## src/rtl/dnn_result_argmax.sv

```systemverilog
// Result capture and argmax stage behind the DNN engine: snapshots all class
// scores on engine completion, scans them for the winner, and serves indexed reads.
module dnn_result_argmax #(
    parameter int DATA_WIDTH  = 13,
    parameter int NUM_CLASSES = 10,
    parameter int IDX_WIDTH   = 4
) (
    input  logic                              clk,
    input  logic                              rst,
    input  logic                              clear,
    input  logic                              eng_done,
    input  logic [NUM_CLASSES*DATA_WIDTH-1:0] scores_in,
    output logic                              busy,
    output logic                              class_valid,
    output logic [IDX_WIDTH-1:0]              class_idx,
    output logic signed [DATA_WIDTH-1:0]      class_score,
    input  logic                              rd_en,
    input  logic [IDX_WIDTH-1:0]              rd_idx,
    output logic                              rd_valid,
    output logic signed [DATA_WIDTH-1:0]      rd_data,
    output logic                              rd_err
);

    typedef enum logic [1:0] {IDLE, SCAN, DONE} state_t;

    localparam int unsigned NC = NUM_CLASSES;
    localparam logic [IDX_WIDTH-1:0] LAST_IDX = IDX_WIDTH'(NUM_CLASSES - 1);

    state_t                       state;
    logic signed [DATA_WIDTH-1:0] score_q [NUM_CLASSES];
    logic signed [DATA_WIDTH-1:0] best_score;
    logic [IDX_WIDTH-1:0]         best_idx;
    logic [IDX_WIDTH-1:0]         cnt;
    logic                         done_q;

    logic                         capture;
    logic signed [DATA_WIDTH-1:0] cand;
    logic                         win;

    assign capture = eng_done & ~done_q;
    assign cand    = score_q[cnt];
    // Strict signed greater-than: ties keep the lower index.
    assign win     = cand > best_score;

    always_ff @(posedge clk or posedge rst) begin
        if (rst) begin
            state       <= IDLE;
            done_q      <= 1'b0;
            best_score  <= '0;
            best_idx    <= '0;
            cnt         <= '0;
            busy        <= 1'b0;
            class_valid <= 1'b0;
            class_idx   <= '0;
            class_score <= '0;
            for (int unsigned k = 0; k < NC; k++) begin
                score_q[k] <= '0;
            end
        end else if (clear) begin
            // History cleared so a still-high eng_done recaptures next cycle.
            state       <= IDLE;
            done_q      <= 1'b0;
            best_score  <= '0;
            best_idx    <= '0;
            cnt         <= '0;
            busy        <= 1'b0;
            class_valid <= 1'b0;
            class_idx   <= '0;
            class_score <= '0;
            for (int unsigned k = 0; k < NC; k++) begin
                score_q[k] <= '0;
            end
        end else begin
            done_q <= eng_done;
            if (capture) begin
                for (int unsigned k = 0; k < NC; k++) begin
                    score_q[k] <= scores_in[k*DATA_WIDTH +: DATA_WIDTH];
                end
                best_score  <= scores_in[DATA_WIDTH-1:0];
                best_idx    <= '0;
                cnt         <= IDX_WIDTH'(1);
                busy        <= 1'b1;
                class_valid <= 1'b0;
                class_idx   <= '0;
                class_score <= '0;
                state       <= SCAN;
            end else begin
                case (state)
                    SCAN: begin
                        if (win) begin
                            best_score <= cand;
                            best_idx   <= cnt;
                        end
                        if (cnt == LAST_IDX) begin
                            // Final comparison folds straight into the registered result.
                            state       <= DONE;
                            busy        <= 1'b0;
                            class_valid <= 1'b1;
                            class_idx   <= win ? cnt : best_idx;
                            class_score <= win ? cand : best_score;
                        end else begin
                            cnt <= cnt + 1'b1;
                        end
                    end
                    default: ;
                endcase
            end
        end
    end

    always_ff @(posedge clk or posedge rst) begin
        if (rst) begin
            rd_valid <= 1'b0;
            rd_data  <= '0;
            rd_err   <= 1'b0;
        end else begin
            rd_valid <= rd_en;
            if (rd_en) begin
                if (32'(rd_idx) >= NC) begin
                    rd_err  <= 1'b1;
                    rd_data <= '0;
                end else begin
                    rd_err  <= 1'b0;
                    rd_data <= score_q[rd_idx];
                end
            end
        end
    end

endmodule

```

## config.mk

```make
export PLATFORM = sky130hd
export DESIGN_NAME = dnn_result_argmax
export DESIGN_NICKNAME = d
export VERILOG_FILES = /design/src/rtl/dnn_result_argmax.sv
export SDC_FILE = /design/constraint.sdc
export NUM_CORES = 1
export LEC_CHECK = 0
export CELL_PAD_IN_SITES_DETAIL_PLACEMENT = 0
export CELL_PAD_IN_SITES_GLOBAL_PLACEMENT = 1
export CORE_MARGIN = 3
export CORE_UTILIZATION = 28
export CTS_BUF_LIST = sky130_fd_sc_hd__clkbuf_4 sky130_fd_sc_hd__clkbuf_8
export CTS_CLUSTER_SIZE = 16
export DETAILED_ROUTE_END_ITERATION = 10
export HOLD_SLACK_MARGIN = 0.06
export PLACE_DENSITY_LB_ADDON = 0.1
export SLEW_MARGIN = 20
export SYNTH_ARGS = -nofsm -noshare
export SYNTH_HDL_FRONTEND = slang
export SYNTH_SLANG_ARGS = --single-unit
export TNS_END_PERCENT = 5
```

## constraint.sdc

```tcl
create_clock -name clk -period 6.45 [get_ports clk]
set_clock_uncertainty 0.15 [all_clocks]
set_input_delay 1.29 -clock clk [delete_from_list [all_inputs] [get_ports clk]]
set_output_delay 1.29 -clock clk [all_outputs]
set_load 0.03 [all_outputs]
```

==> results.cfg, run 1 <==
[die]
die_h_um = 194
die_w_um = 194
boundaryPins = 173
initial_core_util = 0.286
fp-row-count = 68
die_area_um2 = 37700
core_area_um2 = 34700

[timing]
fin_setup_tns_ps = 0
slew_viol_final = 0
hold_viol = 0
slew_headroom = 0.308
max_freq_mhz = 218
fin_crit_sh = 0.712
setup_violations = 0
setup_slack_ps = 1860
worstMarginPinSlew_ps = 1040
post-route-min-period_ps = 4590
rsz0062_at_grt = no

[finish]
drive_above_1_share = 0.0971
syn2layout_area_growth_pct = 24.7
nFillCells = 3621
seq_area_um2 = 4660
final_nets = 1295
multi_input_area_um2 = 4830
diodes = 0

[synthesis]
synth_xor_area_frac = 0.00265
synth-simple-area-share = 0.150
synth_area_leaders = dfrtp_1 47%, mux4_2 12%, nand2_1 11%
synth-async-reset-ratio = 1.00
synth_mux_area_frac = 0.177
syn_area_per_cell_um2 = 9.73
ys.flop_type = dfrtp_1
ys_types = 41
yosys_warnings = 0
ys_seq_area_frac = 0.469
yosysTopAreaCell = dfrtp_1
synthAdderAreaFrac = 0.0189
synth-seq-cells = 186
synth_edf_count = 0
ys_top_cells_by_count = 284 x nand2_1, 186 x dfrtp_1, 151 x a21oi_1, 63 x clkbuf_1, 58 x mux2i_1
mappedNetlistNets = 1173
synth_top_family_by_area = multiplexers
synth_area_um2 = 9920
synth_compound_area_frac = 0.137
syn_inst = 1019
yosysMostFrequentCell = nand2_1
synth_top_cell_area_share = 0.469

[setup_path]
worstPathRequired_ps = 6630
critPathCaptureType = register
crit_path_max_incr_delay_ps = 970
cp_num_buf_inv = 4
cp_cell_sequence = buf_4 -> buf_4 -> mux2i_1 -> nor2_1 -> a21oi_1 -> o21ai_0 -> inv_1 -> ha_1 -> nor2b_1 -> o211ai_1 -> a2111o_1 -> a21oi_2 -> buf_4 -> mux2i_1 -> o21ai_0
path_class = register to register
crit_top_cell = buf_4
critPathTopFamily = compound AO/OA/AOI/OAI gates
cp_max_fo = 27
cpMaxStageDelayCell = dfrtp_2
worstSetupStartpointType = register
worstPathArrival_ps = 4780

[worst_hold_path]
hp-class = register to register

[global_route]
grt_usage = 0.189
antenna_found_initial = 1
grt_max_degree = 98
first_global_vias = 8355
overflow = 0
grt_pass1_wl_um = 54400

[cts]
clk_path_buf_depth = 2
postCtsHoldBufs = 0
cts_resized = 0
cts_tree = yes
cts.clk_slew.worst_paths_ps = 110
cts_setup_buffers = 0
cts_buffers = 17
insertion_delay_ps = 470
cts_root_buffer = clkbuf_8
cts_sinks = 186
h-tree-depth = 4

[run]
drv_cap = 0

[route]
viasPerCell = 5.08
drc = 0
drtIter0Drc = 666
wirelength_um = 36000
ant_nets = 0
num_vias = 8170
wire_per_inst_um = 22.4
drtPass1Iterations = 5

[placed_design]
gp_congestion = 0.815
hpwlAfterDp_um = 26300
dp_slack_ps = 1840
port_buffers = 172

[power_and_ir_drop]
power.density_nw_per_um2 = 223
ir_worst_vdd_mv = 0.155
leakage_nw = 5.06

[run_status]
outcome = complete, no violations
## final timing paths
path                       depth (start not counted)               to  slack (ps)    startpoint
setup reg to reg                                  15  class_score[10]        1860        cnt[0]
hold / removal                                     2     class_idx[3]         330  class_idx[3]
hold reg to reg                                    2     class_idx[3]         330  class_idx[3]
max in group asynchronous                          3           cnt[0]        3750           rst
setup / recovery                                  15  class_score[10]        1860        cnt[0]
min in group asynchronous                          2      score_q[87]        1110           rst
## flip-flops by register name (all words and copies together), names as in the netlist, 4 cells and up
signal / flops
best_idx: 4
best_score: 13
class_idx: 4
class_score: 13
cnt: 4
rd_data: 13
score_q: 130
## final cells by class
cell class | count | area share
Tap cell | 455 | 0.0460
Timing Repair Buffer | 189 | 0.150
Inverter | 18 | 0.00577
Clock buffer | 18 | 0.0200
Sequential cell | 186 | 0.376
Multi-Input combinational cell | 729 | 0.390
Clock inverter | 13 | 0.0117
## per-layer routing
layer / vias up / routed length, um / track usage
li1: 3816 / - / -
met2: 202 / 17000 / 0.304
met1: 4128 / 17100 / 0.274
met4: 2 / 396 / 0.0338
met3: 22 / 1510 / 0.0271
met5: - / 7 / 0
## cell usage in the layout, fill, tap and decap left out, types with 3 or more instances in the layout
cell type        count
a21oi_1            150
buf_4               17
clkbuf_8            18
clkdlybuf4s50_1    169
clkinv_4             3
dfrtp_1            185
ha_1                15
inv_1               16
inv_6                5
inv_8                4
mux2i_1             58
mux4_2              52
nand2_1            284
nand2b_1             4
nand3_1             26
nor2_1              32
nor2b_1              3
o21a_1              14
o21ai_0             20
o21ai_1              8
o221ai_1            25
o22ai_1              3
or3_1               11
## metrics by stage
step                total power [mW]  hold WS [ps]  cell area, um^2   util  std cells
floorplan                       1.72           320             9920      -       1019
global placement                1.97           310            12000  0.345       1577
detailed placement              1.97           309            12000  0.345       1577
CTS                             2.80           335            12400  0.356       1608
global route                    2.90           347            12400  0.356       1608
finish                          2.76           326            12400  0.356       1608
## worst register-to-register path, delay by kind of cell, from the launching register on
family                   cells  cell delay, ps
buffers and inverters        4             960
multiplexers                 2             350
flip-flops                   1             970
AND/OR/NAND/NOR              2             240
adder cells (fa/ha/maj)      1             200
AO/OA/AOI/OAI                6            1600
## cell families (layout without fill, tap and decap cells)
family,count (synthesis),count (layout)
and+or+nand+nor,368,368
AOI/OAI and AO/OA,233,233
DFF,186,186
muxes,110,110
buffers and inverters,104,238
adders and majority gates,15,15
xor gates and xnor gates,3,3
## report_power, final
group | total (mW) | internal, mW | switching (mW)
sequential | 1.30 | 1.23 | 0.0728
clock | 0.823 | 0.333 | 0.490
combinational | 0.640 | 0.285 | 0.354
Power figures use the tool's default switching activity.
==> run 2, diff against run 1 <==
clock period = 4.2 ns   (was 6.45 ns; I/O delays follow)
==> results.cfg, run 2 (same netlist as run 1, synthesis figures left out) <==
[power_and_ir_drop]
leakage_nw = 5.16
pwr-share-seq = 0.461
p_clk_frac = 0.298
ir_worst_vdd_mv = 0.207
p_sw_mw = 1.44
p_sw_frac = 0.335
internal_power_mw = 2.85
power.density_nw_per_um2 = 341
combPwrFrac = 0.241

[finish]
final_cell_mix = 284 x nand2_1, 185 x dfrtp_1, 170 x clkdlybuf4s50_1, 150 x a21oi_1, 58 x mux2i_1
fin_cells = 1625
regMostFlops = score_q
stdcell_area_um2 = 12600
diodes = 0
final_common_cell = nand2_1
final_nets = 1312
largest_reg_flops = 130
drive_above_1_share = 0.109
syn2layout_area_growth_pct = 26.8

[timing]
worstMarginPinSlew_ps = 864
setup_violations = 0
fin_setup_tns_ps = 0
hold_viol = 0
post-route-min-period_ps = 3770
whs_ps = 335
rsz0062_at_grt = no
max_freq_mhz = 265
slew_viol_final = 0
fin_crit_sh = 0.897
slew_headroom = 0.424

[setup_path]
worstPathRequired_ps = 4430
worstPathArrival_ps = 3990
path_class = register to register
worstSetupStartpointType = register
critPathCaptureType = register
crit_path_max_incr_delay_ps = 540
cpMaxStageDelayCell = mux4_2
cp_max_fo = 29
cp_cell_sequence = buf_12 -> mux4_2 -> a21oi_1 -> o21ai_0 -> ha_1 -> nand4_2 -> a2111o_1 -> a211o_1 -> o21a_1 -> o2bb2a_4
critPathTopFamily = compound AO/OA/AOI/OAI gates
cp_num_buf_inv = 1

[worst_hold_path]
hp-class = register to register

[run_status]
outcome = complete, no violations

[cts]
cts_root_buffer = clkbuf_8
cts_setup_buffers = 0
h-tree-depth = 4
cts_sinks = 186
cts_resized = 0
postCtsHoldBufs = 0
clk_path_buf_depth = 2
cts_buffers = 17
cts.clk_slew.worst_paths_ps = 110
insertion_delay_ps = 490
cts_tree = yes

[global_route]
grt_usage = 0.188
grt_pass1_wl_um = 54100
grt_max_degree = 143
antenna_found_initial = 1
overflow = 0
first_global_vias = 8347

[placed_design]
place_inst = 1594
dpl_cell_area_um2 = 12200
gp_congestion = 0.830
port_buffers = 172
hpwlAfterDp_um = 26000

[die]
die_h_um = 194
core_area_um2 = 34700
die_area_um2 = 37700
fp-row-count = 68
initial_core_util = 0.286
die_w_um = 194
boundaryPins = 173

[route]
viasPerCell = 5.00
num_vias = 8130
wirelength_um = 35600
ant_nets = 0
drc = 0
wire_per_inst_um = 21.9
drtPass1Iterations = 5
drtIter0Drc = 508

[run]
drv_cap = 0
[run 2: final cells by class]
cell class,instances,area (um^2)
clock buffer,17,234
clock inverter,14,156
fill,3624,22100
inverter,18,71.3
multi-input combinational,729,4830
sequential,186,4660
tap,455,569
timing repair buffer,206,2060
[run 2: worst paths after layout]
check	startpoint	endpoint	slack [ps]	depth (start not counted)
min in group asynchronous	rst	score_q[87]	670	2
hold / removal	class_idx[3]	class_idx[3]	330	2
hold reg to reg	class_idx[3]	class_idx[3]	330	2
setup reg to reg	cnt[0]	best_score[12]	430	10
max in group asynchronous	rst	rd_data[4]	2400	3
setup / recovery	cnt[0]	best_score[12]	430	10
[run 2: tightest hold or removal path: stages, from the launching register on]
cell and delay, ps:
dfrtp_1 370, nand2_1 50, nand2_1 50
[run 2: power by group through the flow]
stage	sequential (mW)	combinational [mW]	clock (mW)
2_1_floorplan	2.00	0.640	0
3_3_place_gp	2.01	1.04	0
3_5_place_dp	2.01	1.05	0
4_1_cts	1.98	1.05	1.33
5_1_grt	1.99	1.12	1.39
6_report	1.98	1.04	1.28
[run 2: layer usage]
layer / GRT usage / vias up / share of wire
met3: 0.0261 / 24 / 0.034
met5: 0 / - / 0.00020
met2: 0.293 / 186 / 0.46
li1: - / 3843 / -
met1: 0.277 / 4075 / 0.49
met4: 0.0452 / 2 / 0.016
[run 2: stage by stage]
stage	util	setup WS, ps	total power, mW
2_1_floorplan	-	782	2.64
3_3_place_gp	0.351	493	3.05
3_5_place_dp	0.351	456	3.06
4_1_cts	0.362	427	4.36
5_1_grt	0.362	216	4.51
6_report	0.362	433	4.29
==> run 3, diff against run 2 <==
==> constraint.sdc (replaced) <==
create_clock -name clk -period 4.2 [get_ports clk]
set_clock_uncertainty 0.15 [all_clocks]
set_input_delay 0.63 -clock clk [delete_from_list [all_inputs] [get_ports clk]]
set_output_delay 0.63 -clock clk [all_outputs]
set_load 0.03 [all_outputs]
==> results.cfg, run 3 (same netlist as run 1, synthesis figures left out) <==
[die]
initial_core_util = 0.286
boundaryPins = 173
core_area_um2 = 34700
die_area_um2 = 37700
die_h_um = 194
die_w_um = 194
fp-row-count = 68

[timing]
hold_viol = 0
fin_crit_sh = 0.899
slew_viol_final = 0
fin_setup_tns_ps = 0
max_freq_mhz = 265
slew_headroom = 0.270
post-route-min-period_ps = 3780
setup_violations = 0
worstMarginPinSlew_ps = 1100
rsz0062_at_grt = no

[finish]
drive_above_1_share = 0.111
largest_reg_flops = 130
final_nets = 1314
final_common_cell = nand2_1
finalCoreUtilization = 0.362
regMostFlops = score_q
diodes = 0
syn2layout_area_growth_pct = 26.5
final_cell_mix = 284 x nand2_1, 185 x dfrtp_1, 170 x clkdlybuf4s50_1, 150 x a21oi_1, 58 x mux2i_1
nFillCells = 3616

[setup_path]
r2r-end = class_score[8]
cp.depth = 11
cp_cell_sequence = buf_12 -> mux4_2 -> a21oi_1 -> o21ai_0 -> ha_1 -> nand4_2 -> a2111o_1 -> a21oi_2 -> buf_12 -> mux2i_1 -> o21ai_0
cpMaxStageDelayCell = mux4_2
cp_max_fo = 29
crit_start = cnt[0]
cp_num_buf_inv = 2
worstPathRequired_ps = 4420
critPathCaptureType = register
worstSetupStartpointType = register
worstPathArrival_ps = 3990
critPathTopFamily = compound AO/OA/AOI/OAI gates
rr_worst_depth = 11
crit_end = class_score[8]
crit_path_max_incr_delay_ps = 540
rrSetupSlack_ps = 420
worstReg2RegStart = cnt[0]
path_class = register to register

[cts]
cts_root_buffer = clkbuf_8
insertion_delay_ps = 480
cts_sinks = 186
cts_setup_buffers = 0
cts_tree = yes
clk_path_buf_depth = 2
cts_resized = 0
h-tree-depth = 4
postCtsHoldBufs = 0
cts_buffers = 17
cts.clk_slew.worst_paths_ps = 110

[route]
drc = 0
drtPass1Iterations = 6
ant_nets = 0
wirelength_um = 35500
viasPerCell = 5.01
wire_per_inst_um = 21.8
num_vias = 8145
drtIter0Drc = 599

[global_route]
grt_max_degree = 114
met3_usage = 0.0278
met1_usage = 0.272
first_global_vias = 8578
busiest_layer = met2
grt_pass1_wl_um = 54300
overflow = 0
antenna_found_initial = 1
grt_use_met2 = 0.306
grt_usage = 0.188

[power_and_ir_drop]
ir_worst_vdd_mv = 0.194
power.density_nw_per_um2 = 342
leakage_nw = 5.16

[worst_hold_path]
hp-class = register to register
min-delay-start = class_idx[3]

[placed_design]
gp_congestion = 0.824
hpwlAfterDp_um = 26200
port_buffers = 172

[run]
drv_cap = 0

[run_status]
outcome = complete, no violations
## run 3: layout make-up
cell class              count  area, um^2  share of cell area
multi-input cells         729        4830               0.385
repair buffers            208        2030               0.162
clock buffers              17         234              0.0186
flip-flops and latches    186        4660               0.371
clock inverters            14         158              0.0126
well taps                 455         569              0.0454
inverters                  18        71.3             0.00568
## run 3: tightest hold or removal path: stages (launching register included)
cell and delay, ps:
dfrtp_1 360, nand2_1 50, nand2_1 50
## run 3: stage by stage
| step | instance area [um^2] | worst slack [ps] | std cells | hold slack (ps) | power, mW |
|---|---|---|---|---|---|
| floorplan | 9920 | 782 | 1019 | 320 | 2.64 |
| global placement | 12200 | 450 | 1596 | 316 | 3.07 |
| detailed placement | 12200 | 445 | 1596 | 314 | 3.07 |
| CTS | 12600 | 435 | 1627 | 338 | 4.36 |
| global route | 12600 | 215 | 1627 | 358 | 4.52 |
| finish | 12600 | 423 | 1627 | 329 | 4.30 |
## run 3: worst min path at each step
stage	endpoint	slack, ps	depth (start not counted)
2_1_floorplan	class_idx[3]	320	2
3_3_place_gp	rd_data[11]	320	1
3_5_place_dp	class_idx[3]	310	2
4_1_cts	class_idx[3]	340	2
5_1_grt	class_idx[3]	360	2
6_report	class_idx[3]	330	2
## run 3: report_power, final
part / leakage (nW) / total [mW] / switching, mW / internal (mW)
clock: 0.195 / 1.28 / 0.780 / 0.496
sequential: 2.49 / 1.98 / 0.0931 / 1.89
combinational: 2.47 / 1.04 / 0.570 / 0.472
total: 5.16 / 4.30 / 1.44 / 2.85
## run 3: routing by layer
layer | wire (um) | vias to the layer above
met4 | 311 | 2
met5 | 7 | -
met2 | 16900 | 202
met1 | 17000 | 4073
li1 | - | 3851
met3 | 1220 | 17
